===== src/rtl/ecc_apb_pkg.sv =====
// Shared definitions for the ECC accelerator APB register bank:
// register byte offsets, STATUS bit positions and the APB FSM encoding.
package ecc_apb_pkg;

  localparam logic [4:0] REG_CTRL           = 5'h00;
  localparam logic [4:0] REG_DATA_IN        = 5'h04;
  localparam logic [4:0] REG_CODEWORD_WIDTH = 5'h08;
  localparam logic [4:0] REG_NOISE          = 5'h0C;
  localparam logic [4:0] REG_DATA_OUT       = 5'h10;
  localparam logic [4:0] REG_NUM_ERR        = 5'h14;
  localparam logic [4:0] REG_STATUS         = 5'h18;

  localparam int STATUS_BUSY    = 0;
  localparam int STATUS_DONE    = 1;
  localparam int STATUS_TIMEOUT = 2;

  // Encoding shared with the ECC controller's own APB state machine.
  typedef enum logic [1:0] {
    IDLE   = 2'b00,
    SETUP  = 2'b01,
    ACCESS = 2'b10
  } apb_state_t;

endpackage


===== src/rtl/ecc_busy_watchdog.sv =====
// Busy/done/timeout flags for the ECC operation in flight, with a watchdog
// that aborts an operation whose completion strobe never arrives.
module ecc_busy_watchdog
  import ecc_apb_pkg::*;
#(
  parameter int TIMEOUT_CYCLES = 256
) (
  input  logic clk,
  input  logic reset,
  input  logic start,
  input  logic operation_done,
  input  logic status_read_clr,
  output logic o_busy,
  output logic o_done,
  output logic o_timeout
);

  localparam int CW = $clog2(TIMEOUT_CYCLES);
  localparam logic [CW-1:0] LAST_COUNT = CW'(TIMEOUT_CYCLES - 1);

  logic          r_busy;
  logic          r_done;
  logic          r_timeout;
  logic          r_startDly;
  logic [CW-1:0] r_count;
  logic          w_expire;

  assign w_expire  = r_busy && (r_count == LAST_COUNT) && !operation_done && !start;
  assign o_busy    = r_busy;
  assign o_done    = r_done;
  assign o_timeout = r_timeout;

  // A strobe in the cycle right after a start belongs to the previous
  // operation, so busy stays set for the one just launched.
  always_ff @(posedge clk) begin
    if (reset) begin
      r_busy     <= 1'b0;
      r_done     <= 1'b0;
      r_timeout  <= 1'b0;
      r_startDly <= 1'b0;
      r_count    <= '0;
    end else begin
      r_startDly <= start;
      if (start) begin
        r_busy  <= 1'b1;
        r_count <= '0;
      end else if (operation_done) begin
        r_busy  <= r_startDly;
        r_count <= '0;
      end else if (w_expire) begin
        r_busy  <= 1'b0;
        r_count <= '0;
      end else if (r_busy) begin
        r_count <= r_count + 1'b1;
      end
      r_done    <= operation_done | (r_done & ~status_read_clr);
      r_timeout <= w_expire | (r_timeout & ~status_read_clr);
    end
  end

endmodule


===== src/rtl/ecc_apb_regfile.sv =====
// APB3 slave register bank in front of the ECC controller: configuration
// registers, result capture, start pulse and busy-stall of config writes.
module ecc_apb_regfile
  import ecc_apb_pkg::*;
#(
  parameter int AMBA_WORD       = 32,
  parameter int AMBA_ADDR_WIDTH = 20,
  parameter int DATA_WIDTH      = 32,
  parameter int TIMEOUT_CYCLES  = 256
) (
  input  logic                       clk,
  input  logic                       reset,
  input  logic [AMBA_ADDR_WIDTH-1:0] PADDR,
  input  logic                       PSEL,
  input  logic                       PENABLE,
  input  logic                       PWRITE,
  input  logic [AMBA_WORD-1:0]       PWDATA,
  output logic [AMBA_WORD-1:0]       PRDATA,
  output logic                       PREADY,
  output logic [AMBA_WORD-1:0]       CTRL,
  output logic [AMBA_WORD-1:0]       DATA_IN,
  output logic [AMBA_WORD-1:0]       CODEWORD_WIDTH,
  output logic [AMBA_WORD-1:0]       NOISE,
  output logic                       CTRL_ready,
  input  logic [DATA_WIDTH-1:0]      data_out,
  input  logic [1:0]                 num_of_errors,
  input  logic                       operation_done
);

  apb_state_t            r_state;
  logic [AMBA_WORD-1:0]  r_ctrl;
  logic [AMBA_WORD-1:0]  r_dataIn;
  logic [AMBA_WORD-1:0]  r_cwWidth;
  logic [AMBA_WORD-1:0]  r_noise;
  logic [DATA_WIDTH-1:0] r_dataOut;
  logic [1:0]            r_numErr;
  logic                  r_ctrlReady;

  logic [4:0] w_offset;
  logic       w_cfgAddr;
  logic       w_stall;
  logic       w_xfer;
  logic       w_wrCommit;
  logic       w_ctrlCommit;
  logic       w_statusClr;
  logic       w_busy;
  logic       w_done;
  logic       w_timeout;
  logic       w_unused_addr;

  assign w_offset      = {PADDR[4:2], 2'b00};
  assign w_unused_addr = ^{PADDR[AMBA_ADDR_WIDTH-1:5], PADDR[1:0]};

  // Config writes wait while an operation runs; reads and RO writes never do.
  assign w_cfgAddr    = (w_offset <= REG_NOISE);
  assign w_stall      = PWRITE & w_busy & w_cfgAddr;
  assign PREADY       = (r_state == ACCESS) & ~w_stall;
  assign w_xfer       = PSEL & PENABLE & PREADY;
  assign w_wrCommit   = w_xfer & PWRITE;
  assign w_ctrlCommit = w_wrCommit & (w_offset == REG_CTRL);
  assign w_statusClr  = w_xfer & ~PWRITE & (w_offset == REG_STATUS);

  assign CTRL           = r_ctrl;
  assign DATA_IN        = r_dataIn;
  assign CODEWORD_WIDTH = r_cwWidth;
  assign NOISE          = r_noise;
  assign CTRL_ready     = r_ctrlReady;

  always_ff @(posedge clk) begin
    if (reset) begin
      r_state <= IDLE;
    end else begin
      case (r_state)
        IDLE:    if (PSEL && !PENABLE) r_state <= SETUP;
        SETUP:   r_state <= PSEL ? ACCESS : IDLE;
        ACCESS: begin
          if (!PSEL)       r_state <= IDLE;
          else if (PREADY) r_state <= (PSEL && !PENABLE) ? SETUP : IDLE;
        end
        default: r_state <= IDLE;
      endcase
    end
  end

  always_ff @(posedge clk) begin
    if (reset) begin
      r_ctrl      <= '0;
      r_dataIn    <= '0;
      r_cwWidth   <= '0;
      r_noise     <= '0;
      r_dataOut   <= '0;
      r_numErr    <= '0;
      r_ctrlReady <= 1'b0;
    end else begin
      r_ctrlReady <= w_ctrlCommit;
      if (w_wrCommit) begin
        case (w_offset)
          REG_CTRL:           r_ctrl    <= PWDATA;
          REG_DATA_IN:        r_dataIn  <= PWDATA;
          REG_CODEWORD_WIDTH: r_cwWidth <= PWDATA;
          REG_NOISE:          r_noise   <= PWDATA;
          default: ;
        endcase
      end
      if (operation_done) begin
        r_dataOut <= data_out;
        r_numErr  <= num_of_errors;
      end
    end
  end

  always_comb begin
    PRDATA = '0;
    if (r_state == ACCESS && !PWRITE) begin
      case (w_offset)
        REG_CTRL:           PRDATA = r_ctrl;
        REG_DATA_IN:        PRDATA = r_dataIn;
        REG_CODEWORD_WIDTH: PRDATA = r_cwWidth;
        REG_NOISE:          PRDATA = r_noise;
        REG_DATA_OUT:       PRDATA = AMBA_WORD'(r_dataOut);
        REG_NUM_ERR:        PRDATA = AMBA_WORD'(r_numErr);
        REG_STATUS: begin
          PRDATA[STATUS_BUSY]    = w_busy;
          PRDATA[STATUS_DONE]    = w_done;
          PRDATA[STATUS_TIMEOUT] = w_timeout;
        end
        default:            PRDATA = '0;
      endcase
    end
  end

  ecc_busy_watchdog #(
    .TIMEOUT_CYCLES(TIMEOUT_CYCLES)
  ) u_watchdog (
    .clk             (clk),
    .reset           (reset),
    .start           (w_ctrlCommit),
    .operation_done  (operation_done),
    .status_read_clr (w_statusClr),
    .o_busy          (w_busy),
    .o_done          (w_done),
    .o_timeout       (w_timeout)
  );

endmodule


===== config.mk =====
export PLATFORM = sky130hd
export DESIGN_NAME = ecc_apb_regfile
export DESIGN_NICKNAME = d
export VERILOG_FILES = /design/src/rtl/ecc_apb_pkg.sv /design/src/rtl/ecc_busy_watchdog.sv /design/src/rtl/ecc_apb_regfile.sv
export SDC_FILE = /design/constraint.sdc
export NUM_CORES = 1
export LEC_CHECK = 0
export ABC_CLOCK_PERIOD_IN_PS = 2100
export CAP_MARGIN = 20
export CORE_ASPECT_RATIO = 1.1
export CORE_MARGIN = 2
export CORE_UTILIZATION = 35
export DETAILED_ROUTE_END_ITERATION = 10
export GPL_TIMING_DRIVEN = 0
export PLACE_DENSITY = 0.72
export SETUP_SLACK_MARGIN = 0.05
export SYNTH_ARGS = -nofsm -noshare
export SYNTH_HDL_FRONTEND = slang
export SYNTH_SLANG_ARGS = --single-unit

===== constraint.sdc =====
create_clock -name clk -period 2.1 [get_ports clk]
set_input_delay 0.315 -clock clk [delete_from_list [all_inputs] [get_ports clk]]
set_output_delay 0.315 -clock clk [all_outputs]
set_load 0.05 [all_outputs]

# Word level (Yosys, flattened, before mapping)
# Cells that the tools add are included.
dict set report word_totals {
  regBits 176
  inputBits 92
  out_inout_bits 162
}
dict set report classes {
  add_sub_neg 1
  n_lt_le_gt_ge 1
  n_eq_ne 11
  mux 12
  n_bitwise 16
  n_reduce_logical 18
}
# cell count
set op_table {}
lappend op_table {{$pmux W29 S5} 1}
lappend op_table {{$mux W32} 1}
lappend op_table {{$pmux W3 S7} 1}
lappend op_table {{$and A1 B1 Y1} 11}
lappend op_table {{$reduce_and A2 Y1} 5}
lappend op_table {{$eq A3 B3 Y1 const B} 3}
lappend op_table {{$add A8 B1 Y8 const B} 1}
lappend op_table {{$eq A8 B8 Y1 const B} 1}
lappend op_table {{$mux W2} 4}
lappend op_table {{$eq A3 B2 Y1 const B} 2}
lappend op_table {{$pmux W2 S3} 1}
lappend op_table {{$le A5 B4 Y1 const B} 1}
lappend op_table {{$logic_and A1 B1 Y1} 5}
lappend op_table {{$logic_not A5 Y1} 1}
lappend op_table {{$logic_not A1 Y1} 4}
lappend op_table {{$mux W1} 4}
lappend op_table {{$reduce_or A4 Y1} 1}
lappend op_table {{$eq A3 B1 Y1 const B} 1}
lappend op_table {{$ne A3 B3 Y1 const B} 1}
lappend op_table {{$not A1 Y1} 3}
lappend op_table {{$reduce_bool A3 Y1} 1}
lappend op_table {{$eq A2 B1 Y1 const B} 1}
lappend op_table {{$eq A2 B2 Y1 const B} 1}
lappend op_table {{$logic_not A2 Y1} 1}
lappend op_table {{2 further kinds} 3}

# Logic depth before layout (Yosys ltp)
dict set report depth {
  depth_word 12
  depth_mapped 6
  ltp_nobuf 4
}

# By module
# From an unflattened synthesis, not the netlist that was laid out.
dict set report hier_totals {
  hier_cells 808
  hier_area_um2 8169.1
}
# module n_inst cells_per_inst area_each_um2
set by_module_without_submodules {}
lappend by_module_without_submodules {ecc_apb_regfile 1 752 7674.9}
lappend by_module_without_submodules {ecc_busy_watchdog 1 56 494.2}

# Least setup slack after synthesis
# Ideal clock, no wire load.
dict set report synth_timing {
  kind {register to output}
  startpoint {register r_noise[0] (netlist: NOISE[0])}
  endpoint {output port PRDATA[0]}
  t_arrival_ns 2.241
  setup_slack_ns -0.456
  path_stages_with_launch 4
  path_buffers 0
  cell_sequence {dfxtp_1 > mux2_2 > nand2_1 > a311oi_1}
}
dict set report synth_between {
  elab_chain_cells 2
}
# element line_no
set synth_lines {}
lappend synth_lines {{from (decl)} ecc_apb_regfile.sv:34} ;# logic [AMBA_WORD-1:0] r_noise;
lappend synth_lines {{from (signal assigned)} ecc_apb_regfile.sv:90} ;# r_noise <= '0;
lappend synth_lines {{from (signal assigned)} ecc_apb_regfile.sv:101} ;# REG_NOISE: r_noise <= PWDATA;
lappend synth_lines {{$pmux W3 S7} ecc_apb_regfile.sv:115} ;# case (w_offset)
lappend synth_lines {{$mux W32} ecc_apb_regfile.sv:114} ;# if (r_state == ACCESS && !PWRITE) begin
lappend synth_lines {{to (decl)} ecc_apb_regfile.sv:18} ;# output logic [AMBA_WORD-1:0] PRDATA,
# No other way between the ends.

# Final worst setup path
dict set report layout_timing {
  startpoint {input port PADDR[3]}
  endpoint {output port PRDATA[18]}
}
dict set report layout_between {
  elab_chain_cells 3
  elab_cells_between_ends 7
  classes_between {4 x eq/ne; 2 x mux; 1 x reduce/logical}
}
# element line_no
set layout_lines {}
lappend layout_lines {{from (decl)} ecc_apb_regfile.sv:13} ;# input logic [AMBA_ADDR_WIDTH-1:0] PADDR,
lappend layout_lines {{$eq A3 B3 Y1 (tied with other cells)} ecc_apb_regfile.sv:115}
lappend layout_lines {{$pmux W29 S5 (*)} ecc_apb_regfile.sv:115}
lappend layout_lines {{$mux W32 (*)} ecc_apb_regfile.sv:114}
# Every way passes the cells marked *; elsewhere a longest branch is shown, timed or not.

==> out/metrics.csv <==
metric;value;unit
met2_usage;40.3;%
overflow;0;
hpwl;19300;um
io_buffers;234;
fin_util;52.3;%
synth_most_common_cell;dfxtp_1;
die_w;146;um
startpoint_type;primary input;
cts_hold_buf;0;
grt.met1_usage;29.6;%
grt_pass1_wl;43000;um
cts_tree;built;
end_kind;primary output;
max-vdd-ir-drop;0.561;mV
diodes;0;
synthCells;797;
synth.avg_cell_area;9.79;um2
start_util;35.5;%
fmax;466;MHz
critPathKind;in -> out;
cp.arrival;1830;ps
synth_top_area_share;45.2;%
drt_wl_total;28100;um
synth_cell_type_count;49;
place.gp.congestion;0.806;
top_usage_layer;met2;
path_clk_slew;70;ps
drive_gt1_share;18.4;%
skew;11.1;ps
antenna_found_initial;0;
cpMostUsedCell;buf_4;
status;finished with violations;
worst_slack;-46.1;ps
die-height;161;um
grt_use_met3;5.88;%
row_count;57;
syn_nets;890;
fp.dieArea;23500;um2
synth_ff_type;dfxtp_1;
maxCapViolations;0;
worstPathRequired;1780;ps
crit_fanout;10;
dp_slack;-1190;ps
area_growth;47.4;%
fin_total_pwr;0.00712;W
clock_path_buffers;2;
drtAntennaViolNets;0;
hold_class;reg -> reg;
slew_headroom;55.4;%
synth-edff-count;0;
netlist_area;7800;um2
hold_viol;0;
dpl_cell_area;10500;um2
fin_crit;2150;ps
whs;479;ps
firstDrtPassIters;5;
core;22000;um2
yosysWarnings;0;
stdcell_area;11500;um2
crit_path_cell_trace;buf_4 -> buf_4 -> o21ai_2 -> nand2_8 -> buf_12 -> a21oi_1 -> buf_4;
routed_via_density;5.16;
fillers;2054;
leakage;4.84;nW
finalCritPeriodShare;102;%
grt_usage;23.6;%
nNetsFinal;1162;
numClockSinks;176;
first_iter_violations;431;
ys_top_cells_by_area;dfxtp_1 (45%), mux2i_1 (21%), nand2_1 (8.0%);
cts_buffers;17;
setup_violations;10;
yosysTopAreaCell;dfxtp_1;
htreeDepth;4;
dr_total_vias;7104;
synthTopCellsByCount;dfxtp_1 (176), nand2_1 (166), mux2i_1 (165), a22oi_1 (59), nor2_1 (41);
cts-root-buf;clkbuf_16;
critPathMaxStageDelay;360;ps
rsz0062_at_grt;true;
p_per_area;619;nW/um2
cpMaxStageDelayCell;o21ai_2;
grt_pass1_vias;7298;
grt_max_degree;17;
post-route-drc-count;0;
worst_pin_slew;668;ps
ios;254;
async_reset_ff_share;0;%
detail_route.wl_per_cell;20.4;um
synth_seq_area_share;45.2;%
slew_violations;0;
clkLatencyLatePin;420;ps
violations;negative setup slack;
synth-seq-cells;176;
## metrics by stage
stage	std cells	setup TNS, ps
floorplan	797	-3570
global placement	1326	-53610
detailed placement	1326	-53380
CTS	1376	-65.0
global route	1377	-1150
finish	1377	-194
## worst max-delay path, delay by kind of cell
family	cells	cell delay (ps)
and+or+nand+nor	1	180
AOI/OAI and AO/OA	2	510
buffers and inverters	4	810
## state kept, by name, indices dropped and copies added (netlist names), 2 cells and up
register,flops
r_numErr,2
r_state,2
DATA_IN,32
r_dataOut,32
u_watchdog.r_count,8
NOISE,32
CTRL,32
CODEWORD_WIDTH,32
## where the power goes
group          internal, W  switching [W]
logic             0.000258       0.000313
registers          0.00338      0.0000246
clock network      0.00174        0.00140
total              0.00538        0.00174
## per-layer routing
layer	vias to the layer above	part of all wire (%)
met3	30	6.4
met5	-	0
li1	3349	-
met4	0	1.6
met2	263	49
met1	3462	43
## kinds of logic (layout without fill, tap and decap cells)
logic type	count (synthesis)	in the layout	synth area share [%]
compound gates	107	107	9.27
buf+inv	64	348	4.75
mux	199	199	26.4
fa+ha+maj	1	1	0.160
flops	176	176	45.2
xor+xnor	4	4	0.449
simple gates	246	247	13.8
## layout make-up
type                       count  area, um2  share of cell area [%]
inverter                       2       7.51                  0.0653
tap                          295        369                    3.21
timing repair buffer         252       2510                    21.8
clock buffer                  21        470                    4.09
buffer                        62        455                    3.96
sequential                   176       3530                    30.7
clock inverter                11        106                   0.925
multi-input combinational    558       4050                    35.2
## what timing repair did
action,in CTS,in global routing
gates cloned,4,0
pin swaps,13,2
gates resized for setup,249,45
setup endpoints to repair,33,72
buffers inserted,14,2
## cells in the final DEF, fill, tap and decap left out, types with 4 or more instances in the layout
cell,synthesis,layout
nor2_1,41,39
buf_2,20,8
a211oi_1,4,4
mux2_2,32,32
a21oi_1,29,17
nor2b_1,4,4
clkbuf_1,22,15
clkbuf_16,0,17
a22oi_1,59,58
buf_6,9,28
nor3_1,6,6
nand2_1,166,166
mux2i_1,165,165
a21oi_2,0,9
clkbuf_2,0,8
nand4_1,4,4
dfxtp_1,176,174
buf_4,10,48
clkdlybuf4s50_1,0,199
o21ai_0,5,4
## path summary, 6_finish.rpt
path,start,endpoint,slack (ps),depth (start not counted)
worst max-delay path,PADDR[3],PRDATA[18],-50,7
worst min register to register,NOISE[9],NOISE[9],480,2
worst min-delay path,NOISE[9],NOISE[9],480,2
worst max register to register,r_state[1],CODEWORD_WIDTH[12],440,7
(Power assumes the default switching activity.)
